**config.mk**
```make
export PLATFORM = sky130hd
export DESIGN_NAME = fifo_access_sched
export DESIGN_NICKNAME = d
export VERILOG_FILES = /design/src/rtl/fifo_access_sched.sv
export SDC_FILE = /design/constraint.sdc
export NUM_CORES = 1
export LEC_CHECK = 0
export ABC_AREA = 1
export BUFFER_PORTS_ARGS = -buffer_cell sky130_fd_sc_hd__clkbuf_2
export CAP_MARGIN = 20
export CORE_MARGIN = 2
export CORE_UTILIZATION = 45
export DETAILED_ROUTE_END_ITERATION = 6
export GPL_ROUTABILITY_DRIVEN = 0
export PLACE_DENSITY = 0.68
export SYNTH_ARGS = -nofsm -noshare
export SYNTH_HDL_FRONTEND = slang
export SYNTH_SLANG_ARGS = --single-unit
```
**constraint.sdc**
```tcl
create_clock -name CLOCK_50 -period 2.46 [get_ports CLOCK_50]
set_input_delay 0.738 -clock CLOCK_50 [delete_from_list [all_inputs] [get_ports CLOCK_50]]
set_output_delay 0.738 -clock CLOCK_50 [all_outputs]
set_load 0.02 [all_outputs]
```
**src/rtl/fifo_access_sched.sv**
```systemverilog
// Single-port FIFO RAM scheduler: tick-latched wr/rd requests, write first on a tie unless the last grant was a write.
// Latency from tick T: write in RAM at T+2, read data valid at T+4; no backpressure, full/empty requests are dropped.
// FIFO_ERR_FLAGS_EN adds sticky ovf_err/udf_err outputs flagging those drops.
module fifo_access_sched #(
    parameter int ADDR_W      = 5,
    parameter int DATA_W      = 16,
    parameter int WR_TICK_CYC = 100000000,
    parameter int RD_TICK_CYC = 50000000
) (
    input  logic              CLOCK_50,
    input  logic              KEY0,
    input  logic              wr_sw,
    input  logic              rd_sw,
    input  logic              scram_en,
    input  logic [DATA_W-1:0] lfsr_data,
    output logic              lfsr_step,
    output logic [ADDR_W-1:0] mem_addr,
    output logic              mem_we,
    output logic [DATA_W-1:0] mem_wdata,
    input  logic [DATA_W-1:0] mem_rdata,
    output logic [DATA_W-1:0] rd_data,
    output logic              rd_valid,
    output logic [ADDR_W-1:0] wraddr,
    output logic [ADDR_W-1:0] rdaddr,
    output logic [ADDR_W-1:0] count,
    output logic              full,
    output logic              empty
`ifdef FIFO_ERR_FLAGS_EN
    ,
    output logic              ovf_err,
    output logic              udf_err
`endif
);

    localparam int WCW = $clog2(WR_TICK_CYC);
    localparam int RCW = $clog2(RD_TICK_CYC);
    localparam logic [WCW-1:0]    WR_LAST = WCW'(WR_TICK_CYC - 1);
    localparam logic [RCW-1:0]    RD_LAST = RCW'(RD_TICK_CYC - 1);
    localparam logic [ADDR_W-1:0] PTR_ONE = ADDR_W'(1);

    typedef enum logic [1:0] {S_IDLE, S_WR, S_RD_A, S_RD_D} state_t;

    state_t              state_q, state_d;
    logic [WCW-1:0]      wr_cnt_q, wr_cnt_d;
    logic [RCW-1:0]      rd_cnt_q, rd_cnt_d;
    logic                wr_pend_q, wr_pend_d;
    logic                rd_pend_q, rd_pend_d;
    logic                last_wr_q, last_wr_d;
    logic [ADDR_W-1:0]   wraddr_q, wraddr_d;
    logic [ADDR_W-1:0]   rdaddr_q, rdaddr_d;
    logic [DATA_W-1:0]   rd_data_q, rd_data_d;
    logic                rd_vld_q, rd_vld_d;
    logic                wr_tick, rd_tick;
    logic                wr_clr, rd_clr;

    assign wr_tick  = (wr_cnt_q == WR_LAST);
    assign rd_tick  = (rd_cnt_q == RD_LAST);
    assign wr_cnt_d = wr_tick ? '0 : wr_cnt_q + WCW'(1);
    assign rd_cnt_d = rd_tick ? '0 : rd_cnt_q + RCW'(1);

    assign wraddr   = wraddr_q;
    assign rdaddr   = rdaddr_q;
    assign count    = wraddr_q - rdaddr_q;
    assign full     = ((wraddr_q + PTR_ONE) == rdaddr_q);
    assign empty    = (wraddr_q == rdaddr_q);
    assign rd_data  = rd_data_q;
    assign rd_valid = rd_vld_q;

    always_comb begin
        state_d   = state_q;
        wraddr_d  = wraddr_q;
        rdaddr_d  = rdaddr_q;
        last_wr_d = last_wr_q;
        rd_data_d = rd_data_q;
        rd_vld_d  = 1'b0;
        mem_addr  = '0;
        mem_we    = 1'b0;
        mem_wdata = '0;
        lfsr_step = 1'b0;
        wr_clr    = 1'b0;
        rd_clr    = 1'b0;
        case (state_q)
            S_IDLE: begin
                // Requests that cannot be served are consumed without touching the RAM.
                if (wr_pend_q && (!rd_pend_q || !last_wr_q)) begin
                    wr_clr = 1'b1;
                    if (!full) state_d = S_WR;
                end else if (rd_pend_q) begin
                    rd_clr = 1'b1;
                    if (!empty) state_d = S_RD_A;
                end
            end
            S_WR: begin
                mem_addr  = wraddr_q;
                mem_we    = 1'b1;
                mem_wdata = lfsr_data;
                lfsr_step = scram_en;
                wraddr_d  = wraddr_q + PTR_ONE;
                last_wr_d = 1'b1;
                state_d   = S_IDLE;
            end
            S_RD_A: begin
                mem_addr = rdaddr_q;
                state_d  = S_RD_D;
            end
            S_RD_D: begin
                rd_data_d = mem_rdata;
                rd_vld_d  = 1'b1;
                rdaddr_d  = rdaddr_q + PTR_ONE;
                last_wr_d = 1'b0;
                state_d   = S_IDLE;
            end
            default: state_d = S_IDLE;
        endcase
        // A tick seen while its side is already pending is ignored.
        wr_pend_d = wr_pend_q ? !wr_clr : (wr_tick && wr_sw);
        rd_pend_d = rd_pend_q ? !rd_clr : (rd_tick && rd_sw);
    end

    always_ff @(posedge CLOCK_50 or negedge KEY0) begin
        if (!KEY0) begin
            state_q   <= S_IDLE;
            wr_cnt_q  <= '0;
            rd_cnt_q  <= '0;
            wr_pend_q <= 1'b0;
            rd_pend_q <= 1'b0;
            last_wr_q <= 1'b0;
            wraddr_q  <= '0;
            rdaddr_q  <= '0;
            rd_data_q <= '0;
            rd_vld_q  <= 1'b0;
        end else begin
            state_q   <= state_d;
            wr_cnt_q  <= wr_cnt_d;
            rd_cnt_q  <= rd_cnt_d;
            wr_pend_q <= wr_pend_d;
            rd_pend_q <= rd_pend_d;
            last_wr_q <= last_wr_d;
            wraddr_q  <= wraddr_d;
            rdaddr_q  <= rdaddr_d;
            rd_data_q <= rd_data_d;
            rd_vld_q  <= rd_vld_d;
        end
    end

`ifdef FIFO_ERR_FLAGS_EN
    logic ovf_q, udf_q;

    always_ff @(posedge CLOCK_50 or negedge KEY0) begin
        if (!KEY0) begin
            ovf_q <= 1'b0;
            udf_q <= 1'b0;
        end else begin
            ovf_q <= ovf_q | (wr_clr & full);
            udf_q <= udf_q | (rd_clr & empty);
        end
    end

    assign ovf_err = ovf_q;
    assign udf_err = udf_q;
`endif

endmodule

```
==> impl_metrics.tcl <==
set metrics [dict create \
    outcome "finished with violations" \
    violations "setup timing" \
    cts_made_buffers 9 \
    timing.final.crit_period_ns 2.61 \
    grt_pass1_vias 4488 \
    synthMuxAreaShare_pct 0 \
    clockBufferDepth 2 \
    p_leak_nw 3.15 \
    port_buffers 93 \
    insertion_delay_ns 0.36 \
    ctsHtreeMaxLevel 3 \
    p_comb_share_pct 4.1 \
    synth_warnings 0 \
    wl_per_cell_microns 13.1 \
    drtPass1Iterations 5 \
    drt_wl_total_microns 11800 \
    clkTransAtPathRegs_ns 0.09 \
    clock_power_share_pct 38.0 \
    pwr-share-seq_pct 57.9 \
    final_util_pct 57.9 \
    cts_hold_buffers 0 \
    setup_viol 4 \
    cp_cell_sequence "buf_6 -> ha_4 -> inv_2 -> nand2_2 -> nand2_2 -> nor2_4 -> nand3_2 -> nor2_2 -> and2_4 -> buf_8" \
    path_class "reg -> out" \
    p_total_mw 2.45 \
    die_area_sq_mm 0.0117 \
    synthCells 639 \
    synth-seq-cells 85 \
    dp_hpwl_microns 8490 \
    syn_area_sq_mm 0.00487 \
    end_kind "primary output" \
    p_sw_mw 0.620 \
    boundaryPins 94 \
    cp_slowest_cell "dfrtp_1" \
    worst_path_largest_cell_delay_ns 0.40 \
    rsz0062_at_grt "true" \
    fin_cells 898 \
    synth.avg_cell_area_sq_um 7.63 \
    synth.top_cell.area_share_pct 43.6 \
    num_antenna_cells 0 \
    cts_tree "built" \
    slew-limit-headroom_pct 55.6 \
    required_ns 1.72 \
    chipWidth_microns 108 \
    hold_violations 0 \
    drc 0 \
    grt_first_pass_wirelength_microns 19700 \
    synth_top_family_by_area "simple AND/OR/NAND/NOR gates" \
    fin_tns_setup_ns -0.436 \
    syn_to_final_growth_pct 23.7 \
    via_per_inst 4.91 \
    grt_use_total_pct 21.4 \
    cts-root-buf "clkbuf_8" \
    cap_viol_max_count 0 \
    netSwitchingFraction_pct 25.3 \
    power.internal_mw 1.83 \
    vias 4409 \
    ys_types 30 \
    slew_violations 0 \
    final_nets 807 \
    fp.coreArea_sq_mm 0.0104 \
    critPathMaxFanout 2 \
    finalClockSkew_ns 0.00618 \
    crit_top_cell "nand2_2" \
    ir_drop_v 0.000381 \
    synthesis.nets 689 \
    dp.cells 866 \
    drive_gt1_share_pct 25.3 \
    start_util_pct 46.8 \
    fp.dieH_microns 108 \
    synthTopCellsByArea "dfrtp_1, nand2_1, inv_1" \
    cts.sinks 85 \
    yosysTopAreaCell "dfrtp_1" \
    worst_slew_pin_slew_ns 0.666 \
    post_dp_cell_area_sq_mm 0.00552 \
    rows 37 \
    grt_max_degree 54 \
    worst_ep_arrival_time_ns 1.87 \
    setup_slack_ns -0.147 \
    crit_path_start_kind "register" \
    ys_seq_area_share_pct 43.6 \
    power_density_mw_per_mm2 406 \
    finalCritPeriodShare_pct 106 \
    synth-xor-area-share_pct 9.53 \
    synth_fa_ha_area_share_pct 3.49 \
    drt_iter0_markers 284 \
    synth_compound_area_share_pct 1.59 \
    min_path_type "in -> async" \
    max_freq_mhz 384 \
    antenna_found_initial 0 \
    yosys.area_share.simple_pct 33.3 \
    grt_remaining_overflow 0 \
    ant_nets 0 \
    design_area_sq_mm 0.00603 \
]
-- cells in the final DEF (no fill, tap or decap), types with 11 or more instances in the layout --
cell type / netlist / routed
nor2_2: 12 / 13
dfrtp_1: 85 / 79
xor2_1: 37 / 36
nand2_1: 194 / 190
nor2_1: 80 / 77
buf_4: 0 / 25
nand3_1: 28 / 26
clkbuf_2: 0 / 81
nor3_1: 25 / 25
inv_1: 93 / 87
clkbuf_8: 0 / 11
xnor2_1: 16 / 15
-- path summary, 6_finish.rpt --
kind | from | to | slack, ns | depth (start not counted)
setup / recovery | wraddr[0]$_DFFE_PN0P_ | full | -0.15 | 10
hold / removal | KEY0 | rd_cnt_q[14]$_DFF_PN0_ | 0.40 | 1
setup reg to reg | wraddr[0]$_DFFE_PN0P_ | state_q[1]$_DFFE_PN0P_ | 0.25 | 16
hold reg to reg | rd_cnt_q[24]$_DFF_PN0_ | rd_cnt_q[24]$_DFF_PN0_ | 0.47 | 1
max in group asynchronous | KEY0 | wr_cnt_q[11]$_DFF_PN0_ | 1.36 | 2
min in group CLOCK_50 | rd_cnt_q[24]$_DFF_PN0_ | rd_cnt_q[24]$_DFF_PN0_ | 0.47 | 1
-- layer usage --
layer  part of all wire, %  track usage, %  vias up  wire length, microns
met3                   6.6            5.30       27                   777
met2                    47            34.4      168                  5480
met5                     0               0        -                     0
met1                    45            28.6     2027                  5260
li1                      -               -     2187                     -
met4                   2.1            6.78        0                   244
-- worst max-delay path, delay by kind of cell, from the launching register on --
family / cells / cell delay, ns
flip-flops: 1 / 0.40
buffers and inverters: 3 / 0.27
adder cells (fa/ha/maj): 1 / 0.26
AND/OR/NAND/NOR: 6 / 0.58
-- repair_timing --
| action | 4_1_cts | 5_1_grt |
|---|---|---|
| gates resized for setup | 26 | 35 |
| pin swaps | 6 | 8 |
| cloned | 1 | 0 |
| buffers inserted | 13 | 2 |
| endpoints found under the setup margin | 7 | 17 |
-- state kept, by name (all words and copies together), names as in the netlist --
name / count
rd_data: 16
rdaddr: 5
rd_cnt_q: 26
rd_valid: 1
last_wr_q: 1
rd_pend_q: 1
state_q: 2
wr_cnt_q: 27
wraddr: 5
wr_pend_q: 1
-- cells by family after synthesis --
family	after synthesis
flops	85
simple gates	370
fa+ha+maj	13
compound gates	15
xor+xnor	53
buf+inv	103
-- power groups by stage --
stage / Sequential (mW) / Clock [mW] / Combinational, mW
floorplan: 1.46 / 0 / 0.0100
global placement: 1.44 / 0 / 0.101
detailed placement: 1.44 / 0 / 0.103
CTS: 1.42 / 0.958 / 0.103
global route: 1.42 / 1.04 / 0.113
finish: 1.42 / 0.930 / 0.0993
-- cell usage after synthesis --
master and instances:
inv_2 2, nand3_2 2, clkbuf_1 6, nand2_4 1, xor2_1 37, nor2_4 4, o21a_1 1, a21oi_1 8
nor3_2 1, buf_12 1, nor4_1 4, and3b_1 1, nand3_1 28, dfrtp_1 85, nand3b_1 2, nor3_1 25
ha_1 12, nor2_1 80, nand2_1 194, nor2_8 1, nand4_1 10, nor4_2 1, o21ai_0 6, and2_1 1
nor2_2 12, fa_1 1, buf_6 1, xnor2_1 16, nand2_2 3, inv_1 93
-- stage by stage --
stage | hold slack [ns] | setup slack, ns
floorplan | 0.442 | 0.0537
global placement | 0.454 | 0.187
detailed placement | 0.457 | 0.152
CTS | 0.424 | -0.171
global route | 0.444 | -0.228
finish | 0.403 | -0.147
-- cell type report --
class | instances | area [sq um]
fillers | 948 | 4390
multi-input cells | 451 | 2460
flip-flops and latches | 85 | 2130
repair buffers | 115 | 723
inverters | 95 | 357
well taps | 136 | 170
clock buffers | 9 | 124
clock inverters | 7 | 57.6
Note: power is estimated with default switching activity, not from simulation.
